File: src/rtl/i2c_master_rw.sv
// I2C master: START, 7-bit address + R/W, 0..2^LEN_W-1 data bytes, STOP.
// Open-drain SCL/SDA enables; each bit slot is four quarters of QTR clocks.
module i2c_master_rw #(
   parameter int unsigned CLK_FREQ = 100_000_000,
   parameter int unsigned SCL_FREQ = 100_000,
   parameter int unsigned LEN_W    = 4,
   parameter int unsigned QTR      = CLK_FREQ / (SCL_FREQ * 4)
) (
   input  logic             clk,
   input  logic             rst_n,
   input  logic             start,
   input  logic [6:0]       addr,
   input  logic             rw,
   input  logic [LEN_W-1:0] num_bytes,
   input  logic [7:0]       wr_data,
   output logic             wr_load,
   output logic [7:0]       rd_data,
   output logic             rd_valid,
   output logic             scl_oe,
   output logic             sda_oe,
   input  logic             sda_i,
   output logic             busy,
   output logic             done,
   output logic             ack_err
);

   localparam int unsigned QW = $clog2(QTR);
   localparam logic [QW-1:0] Q_LAST = QW'(QTR - 1);
   localparam logic [QW-1:0] Q_PENULT = QW'(QTR - 2);

   typedef enum logic [3:0] {
      S_IDLE, S_START, S_ADDR, S_ADDR_ACK, S_WRITE,
      S_WRITE_ACK, S_READ, S_READ_ACK, S_STOP
   } state_t;

   state_t           state_q, state_d;
   logic [QW-1:0]    qcnt_q, qcnt_d;
   logic [1:0]       qtr_q, qtr_d;
   logic [2:0]       bit_q, bit_d;
   logic [LEN_W-1:0] cnt_q, cnt_d;
   logic [7:0]       shift_q, shift_d;
   logic             rw_q, rw_d;
   logic             samp_q, samp_d;
   logic             scl_oe_q, scl_oe_d;
   logic             sda_oe_q, sda_oe_d;
   logic             wr_load_q, wr_load_d;
   logic [7:0]       rd_data_q, rd_data_d;
   logic             rd_valid_q, rd_valid_d;
   logic             busy_q, busy_d;
   logic             done_q, done_d;
   logic             ack_err_q, ack_err_d;

   logic tick, samp_pt, slot_end;

   assign tick     = (state_q != S_IDLE) && (qcnt_q == Q_LAST);
   assign samp_pt  = tick && (qtr_q == 2'd2);
   assign slot_end = tick && (qtr_q == 2'd3);

   always_comb begin
      state_d    = state_q;
      qcnt_d     = qcnt_q;
      qtr_d      = qtr_q;
      bit_d      = bit_q;
      cnt_d      = cnt_q;
      shift_d    = shift_q;
      rw_d       = rw_q;
      samp_d     = samp_q;
      wr_load_d  = 1'b0;
      rd_data_d  = rd_data_q;
      rd_valid_d = 1'b0;
      busy_d     = busy_q;
      done_d     = 1'b0;
      ack_err_d  = ack_err_q;

      if (state_q != S_IDLE) begin
         if (tick) begin
            qcnt_d = '0;
            qtr_d  = qtr_q + 2'd1;
         end else begin
            qcnt_d = qcnt_q + QW'(1);
         end
      end
      if (samp_pt)
         samp_d = sda_i;

      unique case (state_q)
         S_IDLE: begin
            if (start) begin
               shift_d   = {addr, rw};
               rw_d      = rw;
               cnt_d     = num_bytes;
               ack_err_d = 1'b0;
               busy_d    = 1'b1;
               qcnt_d    = '0;
               qtr_d     = '0;
               bit_d     = '0;
               state_d   = S_START;
            end
         end
         S_START: begin
            if (slot_end)
               state_d = S_ADDR;
         end
         S_ADDR: begin
            if (slot_end) begin
               shift_d = {shift_q[6:0], 1'b0};
               bit_d   = bit_q + 3'd1;
               if (bit_q == 3'd7)
                  state_d = S_ADDR_ACK;
            end
         end
         S_ADDR_ACK: begin
            if (slot_end) begin
               if (samp_q) begin
                  ack_err_d = 1'b1;
                  state_d   = S_STOP;
               end else if (cnt_q == '0) begin
                  state_d = S_STOP;
               end else if (!rw_q) begin
                  wr_load_d = 1'b1;
                  state_d   = S_WRITE;
               end else begin
                  state_d = S_READ;
               end
            end
         end
         S_WRITE: begin
            // wr_load is high during the first clk of the byte; capture then
            if (wr_load_q)
               shift_d = wr_data;
            if (slot_end) begin
               shift_d = {shift_q[6:0], 1'b0};
               bit_d   = bit_q + 3'd1;
               if (bit_q == 3'd7)
                  state_d = S_WRITE_ACK;
            end
         end
         S_WRITE_ACK: begin
            if (slot_end) begin
               if (samp_q) begin
                  ack_err_d = 1'b1;
                  state_d   = S_STOP;
               end else begin
                  cnt_d = cnt_q - LEN_W'(1);
                  if (cnt_q == LEN_W'(1)) begin
                     state_d = S_STOP;
                  end else begin
                     wr_load_d = 1'b1;
                     state_d   = S_WRITE;
                  end
               end
            end
         end
         S_READ: begin
            if (samp_pt)
               shift_d = {shift_q[6:0], sda_i};
            if (slot_end) begin
               bit_d = bit_q + 3'd1;
               if (bit_q == 3'd7) begin
                  rd_data_d  = shift_q;
                  rd_valid_d = 1'b1;
                  state_d    = S_READ_ACK;
               end
            end
         end
         S_READ_ACK: begin
            if (slot_end) begin
               cnt_d   = cnt_q - LEN_W'(1);
               state_d = (cnt_q == LEN_W'(1)) ? S_STOP : S_READ;
            end
         end
         S_STOP: begin
            // done/busy are registered, so raise them one clk early to land on the last clk
            if ((qtr_q == 2'd3) && (qcnt_q == Q_PENULT)) begin
               done_d = 1'b1;
               busy_d = 1'b0;
            end
            if (slot_end)
               state_d = S_IDLE;
         end
      endcase

      // Line enables follow the next state so they change with the quarter boundary
      scl_oe_d = 1'b0;
      sda_oe_d = 1'b0;
      case (state_d)
         S_START: sda_oe_d = qtr_d[1];
         S_ADDR, S_WRITE: begin
            scl_oe_d = ~qtr_d[1];
            sda_oe_d = ~shift_d[7];
         end
         S_ADDR_ACK, S_WRITE_ACK, S_READ: scl_oe_d = ~qtr_d[1];
         S_READ_ACK: begin
            scl_oe_d = ~qtr_d[1];
            sda_oe_d = (cnt_d > LEN_W'(1));
         end
         S_STOP: begin
            scl_oe_d = ~qtr_d[1];
            sda_oe_d = (qtr_d != 2'd3);
         end
         default: begin
            scl_oe_d = 1'b0;
            sda_oe_d = 1'b0;
         end
      endcase
   end

   always_ff @(posedge clk or negedge rst_n) begin
      if (!rst_n) begin
         state_q    <= S_IDLE;
         qcnt_q     <= '0;
         qtr_q      <= '0;
         bit_q      <= '0;
         cnt_q      <= '0;
         shift_q    <= '0;
         rw_q       <= 1'b0;
         samp_q     <= 1'b0;
         scl_oe_q   <= 1'b0;
         sda_oe_q   <= 1'b0;
         wr_load_q  <= 1'b0;
         rd_data_q  <= '0;
         rd_valid_q <= 1'b0;
         busy_q     <= 1'b0;
         done_q     <= 1'b0;
         ack_err_q  <= 1'b0;
      end else begin
         state_q    <= state_d;
         qcnt_q     <= qcnt_d;
         qtr_q      <= qtr_d;
         bit_q      <= bit_d;
         cnt_q      <= cnt_d;
         shift_q    <= shift_d;
         rw_q       <= rw_d;
         samp_q     <= samp_d;
         scl_oe_q   <= scl_oe_d;
         sda_oe_q   <= sda_oe_d;
         wr_load_q  <= wr_load_d;
         rd_data_q  <= rd_data_d;
         rd_valid_q <= rd_valid_d;
         busy_q     <= busy_d;
         done_q     <= done_d;
         ack_err_q  <= ack_err_d;
      end
   end

   assign wr_load  = wr_load_q;
   assign rd_data  = rd_data_q;
   assign rd_valid = rd_valid_q;
   assign scl_oe   = scl_oe_q;
   assign sda_oe   = sda_oe_q;
   assign busy     = busy_q;
   assign done     = done_q;
   assign ack_err  = ack_err_q;

endmodule

File: config.mk
export PLATFORM = sky130hd
export DESIGN_NAME = i2c_master_rw
export DESIGN_NICKNAME = d
export VERILOG_FILES = /design/src/rtl/i2c_master_rw.sv
export SDC_FILE = /design/constraint.sdc
export NUM_CORES = 1
export LEC_CHECK = 0
export ABC_AREA = 1
export CAP_MARGIN = 20
export CORE_MARGIN = 10
export CORE_UTILIZATION = 30
export CTS_CLUSTER_DIAMETER = 120
export DETAILED_ROUTE_END_ITERATION = 8
export SLEW_MARGIN = 20
export SYNTH_ARGS = -nofsm -noshare
export SYNTH_HDL_FRONTEND = slang
export SYNTH_SLANG_ARGS = --single-unit
File: constraint.sdc
create_clock -name clk -period 2.2 [get_ports clk]
set_input_delay 0.22 -clock clk [delete_from_list [all_inputs] [get_ports clk]]
set_output_delay 0.22 -clock clk [all_outputs]
set_load 0.03 [all_outputs]
After elaboration in Yosys (flattened, before gate mapping) --
Cells that the tools add are included.
Operators by class: reduce and logical (&&, ||, !) cells 21, order comparisons 1, multiplexer cells 63, equality and inequality tests 31, bitwise operators 2, add/subtract/negate cells 4
Operator list (count):
- 4-bit two-way mux | 21
- 8-bit two-way mux | 9
- 4-bit case mux with 9 select lines | 1
- 4-bit by 3-bit == test with 1-bit output (second input constant) | 8
- 8-bit case mux with 4 select lines | 1
- 1-bit two-way mux | 18
- 4-bit by 2-bit == test with 1-bit output (second input constant) | 4
- 8-bit == test (second input constant) | 2
- 4-bit by 1-bit == test with 1-bit output (second input constant) | 3
- 4-bit case mux with 3 select lines | 1
- 2-bit two-way mux | 5
- 2-bit != test (second input constant) | 5
- 3-bit AND reduction | 3
- 8-bit by 1-bit adder with 8-bit output (second input constant) | 1
- 4-bit == test (second input constant) | 2
- 4-bit logical NOT | 2
- 4-bit nonzero test | 2
- 7-bit OR reduction | 1
- 3-bit two-way mux | 2
- 2-bit by 1-bit != test with 1-bit output (second input constant) | 3
- 1-bit case mux with 2 select lines | 3
- 3-bit case mux with 2 select lines | 1
- 2-bit nonzero test | 3
- 5-bit AND reduction | 1
- 14 further kinds | 20
Word-level totals: output and inout port bits 15, register bits after elaboration 46, logic and storage cells 139

Logic depth before layout (Yosys ltp) --
Gate-level depths: netlist (run 1).
word-level depth 8, gate-level depth with buffers 18, depth with buffers taken out 17

Worst setup path after synthesis (run 1) --
OpenSTA, ideal clock, no wires.
kind reg-to-reg, start point register qcnt_q[1], end point register scl_oe_q, in the netlist scl_oe, path buffers 1, slack 334 ps, setup time 125 ps, arrival 1741 ps, cell stages (with the launch flop) 17, data required time 2075 ps, cell sequence dfrtp_1 -> inv_1 -> ha_1 -> nand3_1 -> a21oi_2 -> nand2_2 -> buf_6 -> nor2_2 -> nor2_1 -> nor2_4 -> nand3_4 -> nand2_1 -> inv_1 -> nand2_1 -> nand2_1 -> nor2_1 -> a21oi_1
Between the ends: longest elaborated chain between the ends 8, elaborated cells between the ends (all ways) 26, classes of those cells 8 x eq/ne; 14 x mux; 1 x bitwise; 3 x reduce/logical
Ends and longest elaborated chain:
- start: declaration | line 37 | logic [QW-1:0] qcnt_q, qcnt_d;
- start signal: assignment | line 228 | qcnt_q <= qcnt_d;
- 8-bit == test (*) | line 55 | assign tick = (state_q != S_IDLE) && (qcnt_q == Q_LAST);
- 1-bit logical AND (*) | line 55
- 1-bit logical AND (*) | line 57 | assign slot_end = tick && (qtr_q == 2'd3);
- 4-bit two-way mux, or another cell as far along | line 178 | if (slot_end)
- 4-bit case mux with 9 select lines (*) | line 86 | unique case (state_q)
- net state_d[1] | line 36 | state_t state_q, state_d;
- 4-bit == test, or another cell as far along | line 186 | case (state_d)
- 7-bit OR reduction (no line) (*)
- 1-bit two-way mux (*)
- net scl_oe_d | line 44 | logic scl_oe_q, scl_oe_d;
- end signal: assignment | line 235 | scl_oe_q <= scl_oe_d;
- end: declaration | line 44
The timed path passes the listed nets; every way through them passes the cells marked *. A chain may end at the register's enable or synchronous reset.

Worst setup path in the final report (run 1) --
Same ends and word-level chain as after synthesis.

==> qor.csv, run 1 <==
stage,metric,value,unit
power,share of power burned in combinational logic,51.0,%
logic_synthesis,syn_nets,396,
logic_synthesis,sequential-to-total area share from yosys stat,40.65,%
logic_synthesis,number of flops mapped to enable cells by yosys,0,
clock_tree,clock sink count,46,
timing,max-slew violations,0,
clock_tree,Worst-path clk slew,0.09,ns
worst_setup_path,Critical Path Start Type,register,
timing,measured slew at the worst slew-check pin,0.5878,ns
timing,Final Cycle Share,94.99,%
floorplanning,Top Ports,39,
timing,Setup Skew,0.01131,ns
cells_and_area,"commonest non-fill, non-tap cell in the layout",nand2_1,
worst_setup_path,Crit Path Max Fanout,6,
worst_setup_path,CP Capture Type,register,
power,PD cells,1090,nW/um^2
route,ANT nets after route,0,
run_status,outcome,finished with violations,
worst_setup_path,Worst path max stage delay,0.40,ns
worst_setup_path,reg-to-reg startpoint,qcnt_q[1]$_DFF_PN0_,
job,max_cap viols,0,
route,via count,2649,
worst_setup_path,Setup crit start,qcnt_q[1]$_DFF_PN0_,
cells_and_area,nets,458,
logic_synthesis,synthesized flop and latch total,46,
placed_design,dpl ws,-0.07064,ns
timing,setup slack after layout,0.1103,ns
logic_synthesis,mapped cell area,2831,sq um
cells_and_area,area delta synth->final,28.33,%
floorplanning,Die Ht,117.2,um
worst_setup_path,CP required,2.38,ns
logic_synthesis,Synth Flop Type,dfrtp_1,
grt,initial antenna violation count,0,
route,Avg WL per Cell,15.01,um
power,Sw Ratio,44.70,%
cells_and_area,post-route insts no fill,536,
worst_setup_path,crit-path cells,inv_2 -> ha_1 -> nand3_2 -> a21oi_4 -> buf_4 -> nand2_2 -> nor2_2 -> nor2_1 -> nor2_4 -> nand3_4 -> nand2_1 -> inv_1 -> nand2_1 -> nand2_1 -> nor2_1 -> a21oi_1,
grt,Global Route Usage Sum,12.07,%
grt,first-pass GRT wire length,13190,um
timing,setup TNS,0,ns
clock_tree,CTS buffer count,5,
route,DRT iter0 DRCs,147,
timing,WHS,-0.01302,ns
hold_path,Hold Crit Class,in2async,
worst_setup_path,Crit path top cell by count,nand2_1,
power,Max VDD drop,0.3441,mV
timing,max_slew headroom,60.81,%
power,leakage power,1.736,nW
route,Residual DRC,0,
logic_synthesis,Synth async-reset ratio,100.0,%
placed_design,post-detail-place hpwl,6187,um
run_status,failing checks,negative hold slack,
clock_tree,CTS tree,done,
grt,number of global-route vias before repair,2581,
timing,Final setup viols,0,
grt,grt ovf,0,
route,Detailed Route WL,8045,um
worst_setup_path,crit-path leading delay family,simple AND/OR/NAND/NOR gates,
worst_setup_path,CP Data Arrival Time,2.27,ns
worst_setup_path,WS Path Type,reg2reg,
grt,largest net degree at the start of global routing,47,
power,clock power share,16.4,%
placed_design,Inst Count DP,520,
power,Seq pwr share,32.6,%
placed_design,GP Congestion,0.9109,
logic_synthesis,Avg Inst Size Synth,7.822,sq um
floorplanning,Die Wd,117.2,um
clock_tree,clk_lat worst skew,0.31,ns
route,First-pass DRT Iterations,4,
timing,FMAX,0.4785,GHz
logic_synthesis,Syn Inst Count,362,
route,via density per instance,4.942,
floorplanning,die area,13720,sq um
timing,"Hold Vio Cnt, Final",15,
clock_tree,htree depth,2,
power,switching pwr,0.001770,W
cells_and_area,ratio of cells with drive above 1 in the final layout,17.88,%
cells_and_area,ANT cells,0,
floorplanning,Rows,35,
worst_setup_path,Worst Path Buf+Inv,3,
clock_tree,clock buffer depth,2,
power,internal power,0.002190,W
timing,min Tclk post-route,2.090,ns
worst_setup_path,"Slowest-stage cell, CP",dfrtp_1,
clock_tree,Root Buffer Master,clkbuf_8,
logic_synthesis,Yosys cell types,39,
floorplanning,starting density of the core,30.79,%
logic_synthesis,Ys Warns,0,
floorplanning,CORE AREA,9196,sq um
placed_design,port bufs,38,
cells_and_area,most frequent cells in the layout,"nand2_1 (79), inv_1 (47), dfrtp_1 (43)",
## kinds of logic (layout without fill, tap and decap cells)
kind of cell             Yosys count  count (layout)  share of synthesized area [%]
AND/OR/NAND/NOR                  186             188                          31.73
buffers and inverters             58             119                          8.352
AO/OA/AOI/OAI                     57              57                          13.30
flip-flops                        46              46                          40.65
adder cells (fa/ha/maj)           10              10                          4.419
XOR/XNOR                           5               5                          1.547
## power groups by stage
stage               sequential [W]  combinational (W)  clock (W)
finish                     0.00129            0.00202   0.000648
CTS                        0.00128            0.00193   0.000677
floorplan                  0.00130            0.00134          0
global placement           0.00129            0.00187          0
global route               0.00132            0.00230   0.000716
detailed placement         0.00130            0.00192          0
## synthesized netlist by cell type, types with 7 or more instances
master     instances  area share [%]
nand2_1           80              11
inv_1             48             6.4
dfrtp_1           46              41
nand3_1           32             5.7
nor2_1            31             4.1
o21ai_0           22             3.9
ha_1              10             4.4
nor3_1            10             1.8
nand2_2            7             1.5
nor2_2             7             1.5
o2111ai_1          7             2.2
## layout make-up
| type | instances | area, sq um |
|---|---|---|
| Clock buffer | 5 | 68.82 |
| Inverter | 51 | 191.4 |
| Fill cell | 977 | 5563 |
| Tap cell | 111 | 138.9 |
| Sequential cell | 46 | 1155 |
| Multi-Input combinational cell | 260 | 1495 |
| Clock inverter | 3 | 43.79 |
| Timing Repair Buffer | 60 | 540.5 |
## metrics by stage
stage	util (%)	power (W)	instance area, sq um
final	39.51	0.003961	3633
after global routing	39.51	0.004340	3633
after CTS	38.50	0.003895	3541
after detailed placement	37.20	0.003218	3421
after global placement	37.20	0.003160	3421
after floorplan	-	0.002636	2831
## metal layers
metal  share of wire (%)  global-route usage [%]  vias up
met3                 5.6                   2.701       13
li1                    -                       -     1327
met1                  45                   15.70     1234
met2                  47                   18.63       75
met4                 2.6                   5.519        0
met5                   0                       0        -
## path summary, 6_finish.rpt
path                       slack (ns)  cells past startpoint                      to
setup / recovery                 0.11                     16        scl_oe$_DFF_PN0_
hold / removal                  -0.01                      2      cnt_q[3]$_DFF_PN0_
setup reg to reg                 0.11                     16        scl_oe$_DFF_PN0_
hold reg to reg                  0.49                      2  rd_data[4]$_DFFE_PN0P_
max in group asynchronous        1.79                      2    state_q[3]$_DFF_PN0_
min in group clk                 0.49                      2  rd_data[4]$_DFFE_PN0P_
## sequential cells by signal (all words and copies together), names as in the netlist, 2 cells and up
signal and flops:
bit_q 3, cnt_q 4, qcnt_q 8, qtr_q 2, rd_data 8, shift_q 8
state_q 4
## timing repair
| action | in CTS | in global routing |
|---|---|---|
| buffers inserted | 0 | 6 |
| endpoints found under the setup margin | 7 | 5 |
| pin swaps | 0 | 9 |
| gates cloned | 0 | 2 |
| resized for setup | 3 | 11 |
| hold buffers | 0 | 0 |
No activity file was read; power rests on OpenSTA's default activity.
==> run 2: changes to the inputs <==
- SLEW_MARGIN: 20 -> 10
==> results of run 2 <==
No change in the layout: final DEF, timing and power equal those of run 1.
==> run 3: changes to the inputs <==
- HOLD_SLACK_MARGIN: not set -> 0.05
==> qor.csv, run 3 (synthesis results as in run 1) <==
stage,metric,value,unit
timing,min Tclk post-route,2.088,ns
grt,largest net degree at the start of global routing,47,
floorplanning,Top Ports,39,
route,ANT nets after route,0,
timing,setup TNS,0,ns
grt,initial antenna violation count,0,
worst_setup_path,Crit Path Max Fanout,6,
grt,grt ovf,0,
cells_and_area,"commonest non-fill, non-tap cell in the layout",nand2_1,
cells_and_area,most frequent cells in the layout,"nand2_1 (79), inv_1 (47), dfrtp_1 (43)",
cells_and_area,nets,459,
clock_tree,Root Buffer Master,clkbuf_8,
worst_setup_path,Reg2Reg Depth,16,
hold_path,hold endpoint,rd_data[4]$_DFFE_PN0P_,
power,Seq pwr share,32.6,%
hold_path,hold path depth,2,
timing,"Hold Vio Cnt, Final",0,
route,via count,2673,
floorplanning,Die Wd,117.2,um
power,PD cells,1088,nW/um^2
floorplanning,Die Ht,117.2,um
clock_tree,clock buffer depth,2,
grt,Global Route Usage Sum,12.08,%
timing,Final setup viols,0,
grt,number of global-route vias before repair,2581,
cells_and_area,ratio of cells with drive above 1 in the final layout,17.84,%
power,Max VDD drop,0.3442,mV
clock_tree,htree depth,2,
placed_design,post-detail-place hpwl,6187,um
hold_path,Hold Crit Class,reg2reg,
timing,Setup Skew,0.01242,ns
floorplanning,CORE AREA,9196,sq um
clock_tree,CTS tree,done,
worst_setup_path,reg-to-reg startpoint,qcnt_q[1]$_DFF_PN0_,
floorplanning,die area,13720,sq um
route,via density per instance,4.978,
hold_path,hold path start,rd_data[4]$_DFFE_PN0P_,
worst_setup_path,CP Capture Type,register,
timing,measured slew at the worst slew-check pin,0.5887,ns
timing,max_slew headroom,60.75,%
grt,first-pass GRT wire length,13200,um
clock_tree,clock sink count,46,
run_status,outcome,"finished, final reports clean",
placed_design,GP Congestion,0.9109,
route,Residual DRC,0,
floorplanning,starting density of the core,30.79,%
route,Detailed Route WL,8071,um
worst_setup_path,CP Data Arrival Time,2.27,ns
timing,Final Cycle Share,94.91,%
floorplanning,Rows,35,
clock_tree,CTS buffer count,5,
grt,met1 GRT Util,15.73,%
grt,most used routing layer in global routing,met2,
grt,M2 GR Usage,18.63,%
route,Avg WL per Cell,15.03,um
clock_tree,Worst-path clk slew,0.10,ns
timing,FMAX,0.4789,GHz
power,Sw Ratio,44.72,%
worst_setup_path,r2r endpoint,scl_oe$_DFF_PN0_,
cells_and_area,fillers,977,
worst_setup_path,Critical Path Start Type,register,
route,DRT iter0 DRCs,178,
grt,Global Route met3 Usage,2.701,%
timing,max-slew violations,0,
worst_setup_path,WS Path Type,reg2reg,
clock_tree,clk_lat worst skew,0.31,ns
cells_and_area,multi-input logic area,1495,sq um
cells_and_area,register area,1155,sq um
worst_setup_path,R2R Setup Slk,0.11,ns
cells_and_area,area delta synth->final,28.68,%
job,max_cap viols,0,
power,share of power burned in combinational logic,51.0,%
cells_and_area,post-route insts no fill,537,
power,clock power share,16.4,%
placed_design,Inst Count DP,520,
placed_design,port bufs,38,
power,internal power,0.002192,W
worst_setup_path,CP required,2.38,ns
power,switching pwr,0.001773,W
power,leakage power,1.741,nW
cells_and_area,ANT cells,0,
route,First-pass DRT Iterations,4,
==> run 3: cell count changes in the layout (fill, tap and decap cells not counted) <==
cell | before | now
dlygate4sd3_1 | 0 | 1
==> run 3: power groups by stage <==
stage	clock (W)	sequential, W	combinational, W
3_5_place_dp	0	0.00130	0.00192
5_1_grt	0.000716	0.00132	0.00230
4_1_cts	0.000677	0.00128	0.00194
6_report	0.000649	0.00129	0.00202
2_1_floorplan	0	0.00130	0.00134
3_3_place_gp	0	0.00129	0.00187
==> run 3: worst max path at each step <==
stage                                     from               end  slack (ns)
after floorplan            qcnt_q[1]$_DFF_PN0_  scl_oe$_DFF_PN0_        0.33
after global placement     qcnt_q[1]$_DFF_PN0_  scl_oe$_DFF_PN0_        0.06
after detailed placement   qcnt_q[1]$_DFF_PN0_  scl_oe$_DFF_PN0_       -0.07
after CTS                  qcnt_q[1]$_DFF_PN0_  scl_oe$_DFF_PN0_       0.008
after global routing      state_q[2]$_DFF_PN0_  sda_oe$_DFF_PN0_       -0.03
final                      qcnt_q[1]$_DFF_PN0_  scl_oe$_DFF_PN0_        0.11
==> run 3: critical path: stages (launching register included) <==
cell and delay, ns:
dfrtp_1 0.40, inv_2 0.07, ha_1 0.15, nand3_2 0.11
a21oi_4 0.21, buf_4 0.15, nand2_2 0.08, nor2_2 0.09
nor2_1 0.07, nor2_4 0.11, nand3_4 0.11, nand2_1 0.08
inv_1 0.04, nand2_1 0.06, nand2_1 0.08, nor2_1 0.10
a21oi_1 0.06
==> run 3: cell type report <==
type / count / share of cell area, %
multi-input cells: 260 / 41.04
flip-flops and latches: 46 / 31.70
repair buffers: 61 / 15.11
inverters: 51 / 5.254
well taps: 111 / 3.812
clock buffers: 5 / 1.889
clock inverters: 3 / 1.202
==> run 3: routing by layer <==
metal / wire [um] / vias to the layer above
li1: - / 1329
met1: 3563 / 1250
met2: 3734 / 77
met3: 545 / 17
met4: 227 / 0
met5: 0 / -
==> run 3: timing repair <==
action | CTS | global route
buffers inserted | 0 | 6
pin swaps | 0 | 9
hold buffers | 1 | 0
gates resized for setup | 3 | 11
cloned | 0 | 2
endpoints found under the hold margin | 46 | 0
setup endpoints to repair | 7 | 5
==> run 3: stage by stage <==
stage | instance area [sq um] | utilization [%] | setup slack (ns) | power (W) | hold WS [ns]
after floorplan | 2831 | - | 0.3337 | 0.002636 | -0.07559
after global placement | 3421 | 37.20 | 0.05746 | 0.003160 | 0.3499
after detailed placement | 3421 | 37.20 | -0.07064 | 0.003218 | 0.3621
after CTS | 3551 | 38.61 | 0.008196 | 0.003897 | 0.4968
after global routing | 3643 | 39.62 | -0.02842 | 0.004341 | 0.5093
final | 3643 | 39.62 | 0.1120 | 0.003964 | 0.4927
